[src/rtl/ser2par_demux8_pkg.sv]
// Shared types and constants for the ser2par_demux8 serial-to-parallel block.
// Optional parity support is selected with the SER2PAR_PARITY_EN macro.
package ser2par_pkg;

  localparam int DATA_W = 8;
  localparam int IDX_W  = 3;

`ifdef SER2PAR_PARITY_EN
  typedef enum logic [1:0] {
    ST_IDLE   = 2'd0,
    ST_SHIFT  = 2'd1,
    ST_PARITY = 2'd2,
    ST_HOLD   = 2'd3
  } state_t;
`else
  typedef enum logic [1:0] {
    ST_IDLE  = 2'd0,
    ST_SHIFT = 2'd1,
    ST_HOLD  = 2'd3
  } state_t;
`endif

  // Map the arrival index of a bit to its position in the output byte.
  function automatic logic [IDX_W-1:0] bit_pos(input logic [IDX_W-1:0] idx,
                                               input logic             msb_first);
    return msb_first ? (IDX_W'(DATA_W - 1) - idx) : idx;
  endfunction

endpackage

[src/rtl/ser2par_demux8_if.sv]
// Bus bundle for ser2par_demux8: serial bit input side and parallel byte output side.
// slave is the block's view, master is the driver/consumer view.
interface ser2par_demux8_if;
  import ser2par_pkg::*;

  logic              in_valid;
  logic              in_bit;
  logic              frame_start;
  logic              in_ready;
  logic [DATA_W-1:0] out_data;
  logic              out_valid;
  logic              out_ready;
  logic              out_err;

  modport slave (
    input  in_valid, in_bit, frame_start, out_ready,
    output in_ready, out_data, out_valid, out_err
  );

  modport master (
    output in_valid, in_bit, frame_start, out_ready,
    input  in_ready, out_data, out_valid, out_err
  );

endinterface

[src/rtl/ser2par_demux8_demux1_8.sv]
// 3-bit index plus enable decoded to a one-hot 8-bit write enable.
module demux1_8
  import ser2par_pkg::*;
(
  input  logic [IDX_W-1:0]  i_idx,
  input  logic              i_en,
  output logic [DATA_W-1:0] o_we
);

  // One-hot decode of the selected bit position, all zero when disabled.
  always_comb begin
    o_we = '0;
    if (i_en) o_we[i_idx] = 1'b1;
  end

endmodule

[src/rtl/ser2par_demux8.sv]
// Serial-to-parallel byte assembler. Bits are accepted on in_valid && in_ready,
// a frame begins on a bit flagged frame_start, and each bit is steered into the
// output byte through a one-hot demux. The completed byte is held on out_data
// with out_valid until the consumer takes it.
// MSB_FIRST selects whether the first bit lands in bit 0 or bit 7.
// Optional macro SER2PAR_PARITY_EN adds a trailing even-parity bit per frame and
// drives out_err; without it out_err is tied low.
module ser2par_demux8
  import ser2par_pkg::*;
#(
  parameter bit MSB_FIRST = 1'b0
)(
  input  logic             sys_clk,
  input  logic             sys_rst_n,
  ser2par_demux8_if.slave  bus
);

  state_t            r_state;
  state_t            w_state_nxt;
  logic [IDX_W-1:0]  r_idx;
  logic [IDX_W-1:0]  w_idx_nxt;
  logic [DATA_W-1:0] r_data;
  logic              w_in_ready;
  logic              w_accept;
  logic              w_wr_en;
  logic [IDX_W-1:0]  w_wr_idx;
  logic [IDX_W-1:0]  w_wr_pos;
  logic [DATA_W-1:0] w_we;
`ifdef SER2PAR_PARITY_EN
  logic              r_err;
  logic              w_err_ld;
`endif

  assign w_in_ready = (r_state != ST_HOLD);
  assign w_accept   = bus.in_valid & w_in_ready;
  assign w_wr_pos   = bit_pos(w_wr_idx, MSB_FIRST);

  assign bus.in_ready  = w_in_ready;
  assign bus.out_valid = (r_state == ST_HOLD);
  assign bus.out_data  = r_data;
`ifdef SER2PAR_PARITY_EN
  assign bus.out_err   = r_err;
`else
  assign bus.out_err   = 1'b0;
`endif

  demux1_8 u_demux (
    .i_idx (w_wr_pos),
    .i_en  (w_wr_en),
    .o_we  (w_we)
  );

  // State register.
  always_ff @(posedge sys_clk or negedge sys_rst_n) begin
    if (!sys_rst_n) r_state <= ST_IDLE;
    else            r_state <= w_state_nxt;
  end

  // Next-state, bit index and write-enable decisions for each accepted bit.
  always_comb begin
    w_state_nxt = r_state;
    w_idx_nxt   = r_idx;
    w_wr_en     = 1'b0;
    w_wr_idx    = r_idx;
`ifdef SER2PAR_PARITY_EN
    w_err_ld    = 1'b0;
`endif
    case (r_state)
      ST_IDLE: begin
        if (w_accept && bus.frame_start) begin
          w_wr_en     = 1'b1;
          w_wr_idx    = '0;
          w_idx_nxt   = IDX_W'(1);
          w_state_nxt = ST_SHIFT;
        end
      end
      ST_SHIFT: begin
        if (w_accept) begin
          w_wr_en = 1'b1;
          if (bus.frame_start) begin
            // Restart: the partial byte is abandoned and this bit becomes bit 0.
            w_wr_idx  = '0;
            w_idx_nxt = IDX_W'(1);
          end else begin
            w_wr_idx  = r_idx;
            w_idx_nxt = r_idx + IDX_W'(1);
            if (r_idx == IDX_W'(DATA_W - 1)) begin
`ifdef SER2PAR_PARITY_EN
              w_state_nxt = ST_PARITY;
`else
              w_state_nxt = ST_HOLD;
`endif
            end
          end
        end
      end
`ifdef SER2PAR_PARITY_EN
      ST_PARITY: begin
        if (w_accept) begin
          if (bus.frame_start) begin
            w_wr_en     = 1'b1;
            w_wr_idx    = '0;
            w_idx_nxt   = IDX_W'(1);
            w_state_nxt = ST_SHIFT;
          end else begin
            w_err_ld    = 1'b1;
            w_idx_nxt   = '0;
            w_state_nxt = ST_HOLD;
          end
        end
      end
`endif
      ST_HOLD: begin
        if (bus.out_ready) begin
          w_idx_nxt   = '0;
          w_state_nxt = ST_IDLE;
        end
      end
      default: begin
        w_idx_nxt   = '0;
        w_state_nxt = ST_IDLE;
      end
    endcase
  end

  // Arrival index of the next bit within the frame.
  always_ff @(posedge sys_clk or negedge sys_rst_n) begin
    if (!sys_rst_n) r_idx <= '0;
    else            r_idx <= w_idx_nxt;
  end

  // Byte register: only the demux-selected bit is written by an accepted bit.
  always_ff @(posedge sys_clk or negedge sys_rst_n) begin
    if (!sys_rst_n) begin
      r_data <= '0;
    end else begin
      for (int i = 0; i < DATA_W; i++) begin
        if (w_we[i]) r_data[i] <= bus.in_bit;
      end
    end
  end

`ifdef SER2PAR_PARITY_EN
  // Even-parity check: flag is set when byte XOR parity bit is odd.
  always_ff @(posedge sys_clk or negedge sys_rst_n) begin
    if (!sys_rst_n)    r_err <= 1'b0;
    else if (w_err_ld) r_err <= (^r_data) ^ bus.in_bit;
  end
`endif

endmodule

[src/flat_wrapper.sv]
// flat-port wrapper written by rule: the top's interface ports become plain ports
module ser2par_demux8_flat import ser2par_pkg::*;
#(
  parameter bit MSB_FIRST = 1'b0
)
  (sys_clk, sys_rst_n, bus_in_valid, bus_in_bit, bus_frame_start, bus_out_ready, bus_in_ready, bus_out_data, bus_out_valid, bus_out_err);
  ser2par_demux8_if bus_i ();
  input  logic sys_clk;
  input  logic sys_rst_n;
  input wire logic [$bits(bus_i.in_valid)-1:0] bus_in_valid;
  input wire logic [$bits(bus_i.in_bit)-1:0] bus_in_bit;
  input wire logic [$bits(bus_i.frame_start)-1:0] bus_frame_start;
  input wire logic [$bits(bus_i.out_ready)-1:0] bus_out_ready;
  output wire logic [$bits(bus_i.in_ready)-1:0] bus_in_ready;
  output wire logic [$bits(bus_i.out_data)-1:0] bus_out_data;
  output wire logic [$bits(bus_i.out_valid)-1:0] bus_out_valid;
  output wire logic [$bits(bus_i.out_err)-1:0] bus_out_err;
  assign bus_i.in_valid = bus_in_valid;
  assign bus_i.in_bit = bus_in_bit;
  assign bus_i.frame_start = bus_frame_start;
  assign bus_i.out_ready = bus_out_ready;
  assign bus_in_ready = bus_i.in_ready;
  assign bus_out_data = bus_i.out_data;
  assign bus_out_valid = bus_i.out_valid;
  assign bus_out_err = bus_i.out_err;
  ser2par_demux8 #(.MSB_FIRST(MSB_FIRST)) u_core (.sys_clk(sys_clk), .sys_rst_n(sys_rst_n), .bus(bus_i));
endmodule
[config.mk]
export PLATFORM = sky130hd
export DESIGN_NAME = ser2par_demux8_flat
export DESIGN_NICKNAME = d
export VERILOG_FILES = /design/src/rtl/ser2par_demux8_pkg.sv /design/src/rtl/ser2par_demux8_if.sv /design/src/rtl/ser2par_demux8_demux1_8.sv /design/src/rtl/ser2par_demux8.sv /design/src/flat_wrapper.sv
export SDC_FILE = /design/constraint.sdc
export NUM_CORES = 1
export LEC_CHECK = 0
export CAP_MARGIN = 15
export CORE_UTILIZATION = 42
export CTS_CLUSTER_DIAMETER = 60
export DETAILED_ROUTE_END_ITERATION = 12
export PLACE_DENSITY = 0.69
export SYNTH_ARGS = -nofsm -noshare
export SYNTH_HDL_FRONTEND = slang
export SYNTH_SLANG_ARGS = --single-unit
[constraint.sdc]
create_clock -name sys_clk -period 1.5 [get_ports sys_clk]
set_clock_uncertainty 0.15 [all_clocks]
set_input_delay 0.3 -clock sys_clk [delete_from_list [all_inputs] [get_ports sys_clk]]
set_output_delay 0.3 -clock sys_clk [all_outputs]
set_load 0.02 [all_outputs]
==> results of run 1 <==
==> power by group <==
part	leakage, nW	internal (mW)	switching, mW	total, mW
logic	0.333	0.362	0.353	0.715
clock network	0.0150	0.103	0.108	0.211
registers	0.161	0.473	0.0710	0.544
==> layer usage <==
layer | part of all wire, % | vias up | GRT usage, %
li1 | - | 290 | -
met1 | 46 | 281 | 24.9
met2 | 49 | 11 | 31.5
met3 | 3.8 | 2 | 7.66
met4 | 0.88 | 0 | 7.50
met5 | 0 | - | 0
==> cells in the final DEF (no fill, tap or decap), types with 2 or more instances in the layout <==
| master | count |
|---|---|
| buf_4 | 13 |
| dfrtp_1 | 12 |
| dlygate4sd2_1 | 10 |
| nand2_1 | 5 |
| mux2_4 | 4 |
| mux2_2 | 4 |
| nand4_1 | 3 |
| clkbuf_4 | 3 |
| clkdlybuf4s50_1 | 3 |
| inv_1 | 2 |
| inv_2 | 2 |
| nor2b_1 | 2 |
| mux2i_1 | 2 |
| or4_4 | 2 |
| a21oi_1 | 2 |
| o22ai_1 | 2 |
| ha_1 | 2 |
| buf_2 | 2 |
==> state kept, by name (all words and copies together) (netlist names) <==
name	cells
u_core.bus.out_data	8
u_core.r_state	2
u_core.r_idx	3
==> cells by family after synthesis <==
| family | after synthesis | share of synthesized area, % |
|---|---|---|
| AND/OR/NAND/NOR | 21 | 19.6 |
| flip-flops | 13 | 46.4 |
| multiplexers | 11 | 17.1 |
| AO/OA/AOI/OAI | 8 | 6.96 |
| buffers and inverters | 8 | 5.71 |
| adder cells (fa/ha/maj) | 2 | 3.57 |
| other | 1 | 0.535 |
==> critical path: cells and delay by family (launching register included) <==
kind             cells  cell delay, ns
flip-flops           1            0.42
multiplexers         1            0.30
AND/OR/NAND/NOR      2            0.65
==> stage by stage <==
step,setup TNS [ns],total power [mW],utilization [%],std cells
6_report,-0.401,1.47,67.0,109
5_1_grt,-0.728,1.56,67.0,109
4_1_cts,-0.391,1.45,65.7,109
3_5_place_dp,-3.80,1.28,63.1,105
3_3_place_gp,-3.51,1.26,63.1,105
2_1_floorplan,-0.171,0.917,-,64
==> path summary, 6_finish.rpt <==
check                                               to  slack [ns]
max in group asynchronous            u_core.r_state[0]        0.86
min in group sys_clk            u_core.bus.out_data[5]        0.36
worst max register to register  u_core.bus.out_data[4]       -0.13
worst max-delay path            u_core.bus.out_data[4]       -0.13
worst min-delay path            u_core.bus.out_data[1]        0.17
worst min register to register  u_core.bus.out_data[5]        0.36
==> area by class of cell <==
type,count,area share [%]
tap,16,1.96
sequential,13,32.0
timing repair buffer,29,23.2
inverter,4,1.47
multi-input combinational,43,38.8
clock buffer,4,2.57
==> what timing repair did <==
item	in CTS	in global routing
gates resized for setup	25	4
hold buffers	0	0
setup endpoints to repair	18	10
pin swaps	1	1
==> impl_metrics.csv, run 1 <==
group,metric,value,unit
status,outcome,"finished with violations",
status,violations,"setup timing",
clock_tree,clock_sinks,13,
placed_design,placed_cell_area,962,sq um
synth,netlist_top_cells_count,"dfrtp_1 (13), mux2_2 (6), nand2_1 (5)",
clock_tree,htreeDepth,1,
global_routing,grt-ovfl-total,0,
synth,syn_area,701,sq um
worst_setup_path,cp_max_fo,4,
cells_and_area,seq_area,327,sq um
timing,fin_ws,-0.130,ns
synth,async_flop_share,100,%
die,die_h,42.8,um
worst_setup_path,critPathArrivalTime,1.64,ns
global_routing,grt_use_total,20.1,%
global_routing,grt_max_degree,14,
die,start_util,46.0,%
synth,synth.net_count,72,
job,max_cap_viol_count,0,
die,rows,14,
synth,synthCells,64,
drt,vias_per_cell,5.36,
worst_setup_path,path_class,"reg2reg",
cells_and_area,fin_nets,102,
synth,ys_seq_area_share,46.4,%
synth,synth.most_common_cell,"dfrtp_1",
global_routing,antenna_found_initial,0,
worst_setup_path,reg2regPathDepth,3,
timing,holdWs,0.170,ns
cells_and_area,area_growth,45.7,%
worst_setup_path,reg2reg_from,"u_core.r_state[1]",
timing,maxSlewViolCount,0,
synth,synth_top_area_share,46.4,%
clock_tree,tritoncts,"yes",
placed_design,dp_worst_setup_slack,-0.520,ns
cells_and_area,drive_above_1_share,39.8,%
drt,wire_per_inst,14.7,um
synth,synth.area.top_cells,"dfrtp_1 (46%), mux2_2 (9.6%), mux2i_1 (4.3%)",
clock_tree,path_clk_slew,0.08,ns
cells_and_area,fin_area,1020,sq um
drt,firstDrtPassIters,4,
timing,fmax,0.614,GHz
clock_tree,clock_latency,0.27,ns
synth,yosysWarnings,0,
die,die_x,42.8,um
power_and_ir_drop,ir_drop,0.00114,V
drt,routed_wl,1600,um
clock_tree,cts_setup_buffers,0,
worst_setup_path,crit_start,"u_core.r_state[1]",
synth,syn_area_per_cell,10.9,sq um
synth,yosysTopAreaCell,"dfrtp_1",
worst_setup_path,cp_slowest_stage_delay,0.43,ns
drt,drc_errors,0,
cells_and_area,nFillCells,128,
drt,final_antenna_net_count,0,
power_and_ir_drop,power_density,1440,nW/um^2
synth,synth.distinct_cells,27,
synth,synth_edf_count,0,
worst_setup_path,crit_path_top_delay_cell,"or4_4",
placed_design,gp_congestion,0.835,
timing,setup_viol,7,
worst_setup_path,required,1.51,ns
die,ioPinCount,17,
synth,synth_ff_type,"dfrtp_1",
clock_tree,cts_root_buffer,"clkbuf_4",
placed_design,port_buffers,15,
worst_setup_path,end_kind,"flip-flop",
drt,drt-initial-drc-count,8,
clock_tree,cts_buffers,3,
worst_setup_path,startpoint_type,"flip-flop",
die,die_area,1840,sq um
global_routing,grt_pass1_wl,2590,um
cells_and_area,multi_input_area,397,sq um
timing,post-route-min-period,1.63,ns
placed_design,dp_hpwl,1170,um
synth,ys_ff_latch,13,
clock_tree,cts.path.max_buffers,2,
min_path,hold_class,"in2async",
die,core-area,1520,sq um
timing,hold_viol,0,
timing,finalCritPeriodShare,109,%
timing,rsz0062_at_grt,"true",
global_routing,grt_pass1_vias,549,
power_and_ir_drop,power.static_leakage,0.509,nW
cells_and_area,diodes,0,
drt,dr_total_vias,584,
worst_setup_path,critical_path.cell_chain,"nand4bb_4, or4_4, mux2_4",
(Power assumes the default switching activity.)
==> run 2, diff against run 1 <==
--- a/config.mk
+++ b/config.mk
@@ -7,8 +7,8 @@
 export LEC_CHECK = 0
 export CAP_MARGIN = 15
-export CORE_UTILIZATION = 42
+export CORE_UTILIZATION = 47
 export CTS_CLUSTER_DIAMETER = 60
 export DETAILED_ROUTE_END_ITERATION = 12
-export PLACE_DENSITY = 0.69
+export PLACE_DENSITY = 0.73
 export SYNTH_ARGS = -nofsm -noshare
 export SYNTH_HDL_FRONTEND = slang
==> constraint.sdc (replaced) <==
create_clock -name sys_clk -period 1.6 [get_ports sys_clk]
set_clock_uncertainty 0.15 [all_clocks]
set_input_delay 0.32 -clock sys_clk [delete_from_list [all_inputs] [get_ports sys_clk]]
set_output_delay 0.32 -clock sys_clk [all_outputs]
set_load 0.05 [all_outputs]
==> run 2 against run 1 <==
Against the previous run: die area is 10% lower; highest routed layer unchanged; the run still ends with setup timing left; clock power is 2% lower; sequential share of layout area is 4.4 points lower; power is 31% higher; largest cell class unchanged.
==> impl_metrics.csv, run 2 (synthesis gave the netlist of run 1 again) <==
group,metric,value,unit
status,outcome,"finished with violations",
status,violations,"setup timing",
placed_design,place_inst,106,
power_and_ir_drop,power.static_leakage,0.549,nW
clock_tree,cts_hold_buf,0,
worst_setup_path,crit_start,"u_core.r_state[1]",
worst_setup_path,crit_path_top_delay_cell,"dfrtp_2",
timing,finalCritPeriodShare,103,%
drt,final_antenna_net_count,0,
clock_tree,cts_buffers,3,
global_routing,grt_pass1_vias,597,
drt,dr_total_vias,675,
global_routing,grt_pass1_wl,2750,um
die,rows,13,
worst_setup_path,end_kind,"flip-flop",
cells_and_area,largest_register_ffs,8,
cells_and_area,diodes,0,
cells_and_area,final_cell_mix,"buf_4 (17), dfrtp_1 (11), buf_12 (10)",
drt,routed_wl,1920,um
clock_tree,tritoncts,"yes",
placed_design,dp_worst_setup_slack,-0.455,ns
cells_and_area,area_growth,69.6,%
worst_setup_path,reg2reg_from,"u_core.r_state[1]",
worst_setup_path,startpoint_type,"flip-flop",
placed_design,placed_cell_area,1080,sq um
placed_design,port_buffers,15,
timing,tns,-0.121,ns
clock_tree,htreeDepth,1,
global_routing,grt_max_degree,14,
clock_tree,cts.path.max_buffers,2,
cells_and_area,instances_no_fill,113,
drt,drt-initial-drc-count,26,
power_and_ir_drop,power_density,1610,nW/um^2
timing,post-route-min-period,1.65,ns
power_and_ir_drop,report.power.total,1.92,mW
clock_tree,clock_latency,0.28,ns
global_routing,antenna_found_initial,0,
drt,drc_errors,0,
worst_setup_path,cp_slowest_stage_delay,0.44,ns
cells_and_area,post-route-util,88.0,%
timing,holdWs,0.189,ns
cells_and_area,nFillCells,60,
timing,fin_ws,-0.0522,ns
drt,wire_per_inst,17.0,um
worst_setup_path,critPathArrivalTime,1.67,ns
drt,vias_per_cell,5.97,
worst_setup_path,r2r_slack,-0.05,ns
worst_setup_path,crit_buf_inv,0,
job,max_cap_viol_count,0,
clock_tree,cts_root_buffer,"clkbuf_4",
die,start_util,51.9,%
timing,fmax,0.605,GHz
drt,firstDrtPassIters,4,
worst_setup_path,required,1.62,ns
timing,hold_viol,0,
timing,rsz0062_at_grt,"true",
die,die_x,40.6,um
worst_setup_path,critical_path.cell_chain,"nand4bb_4, or4_4, mux2_4",
die,die_h,40.6,um
cells_and_area,fin_nets,107,
timing,setup_viol,3,
min_path,hold_class,"in2async",
worst_setup_path,path_class,"reg2reg",
clock_tree,path_clk_slew,0.08,ns
worst_setup_path,critical-path-top-delay-family,"simple AND/OR/NAND/NOR gates",
cells_and_area,final_common_cell,"buf_4",
die,die_area,1650,sq um
global_routing,grt_use_total,26.0,%
clock_tree,clock_sinks,13,
timing,maxSlewViolCount,0,
placed_design,gp_congestion,0.832,
die,core-area,1350,sq um
cells_and_area,fin_area,1190,sq um
power_and_ir_drop,ir_drop,0.00134,V
global_routing,grt-ovfl-total,0,
cells_and_area,drive_above_1_share,51.0,%
worst_setup_path,cp_max_fo,4,
die,ioPinCount,17,
placed_design,dp_hpwl,1260,um
==> run 2: cell types whose count changed in the layout (fill, tap and decap cells not counted), moves of 2 or more <==
cell / previous run / this run
dlygate4sd2_1: 10 / 2
inv_2: 2 / 0
buf_2: 2 / 0
buf_12: 0 / 10
buf_4: 13 / 17
==> run 2: final cells by class <==
cell class | count | area (sq um) | share of cell area, %
timing repair buffer | 34 | 398 | 33.5
clock buffer | 4 | 26.3 | 2.21
sequential | 13 | 328 | 27.6
tap | 15 | 18.8 | 1.58
multi-input combinational | 43 | 399 | 33.6
inverter | 4 | 18.8 | 1.58
==> run 2: what timing repair did <==
item / CTS / global route
pin swaps: 1 / 5
resized for setup: 5 / 11
setup buffers: 1 / 2
endpoints found under the setup margin: 7 / 10
==> run 2: worst register-to-register path: cells and delay by family, from the launching register on <==
kind	cells	cell delay (ns)
muxes	1	0.31
and+or+nand+nor	2	0.64
DFF	1	0.44
==> run 2: final timing paths <==
kind                                           to  cells after the start
setup / recovery           u_core.bus.out_data[6]                      3
hold / removal             u_core.bus.out_data[4]                      2
setup reg to reg           u_core.bus.out_data[6]                      3
hold reg to reg            u_core.bus.out_data[7]                      1
max in group asynchronous       u_core.r_state[0]                      2
min in group sys_clk       u_core.bus.out_data[7]                      1
==> run 2: power by group <==
group,switching (mW),internal [mW]
Combinational,0.547,0.589
Sequential,0.132,0.444
Clock,0.110,0.0968
Total,0.789,1.13
==> run 2: routing by layer <==
layer | wire length (um) | GRT usage (%)
met4 | 72 | 14.2
met1 | 795 | 33.1
met5 | 0 | 0
met2 | 943 | 40.9
met3 | 110 | 5.43
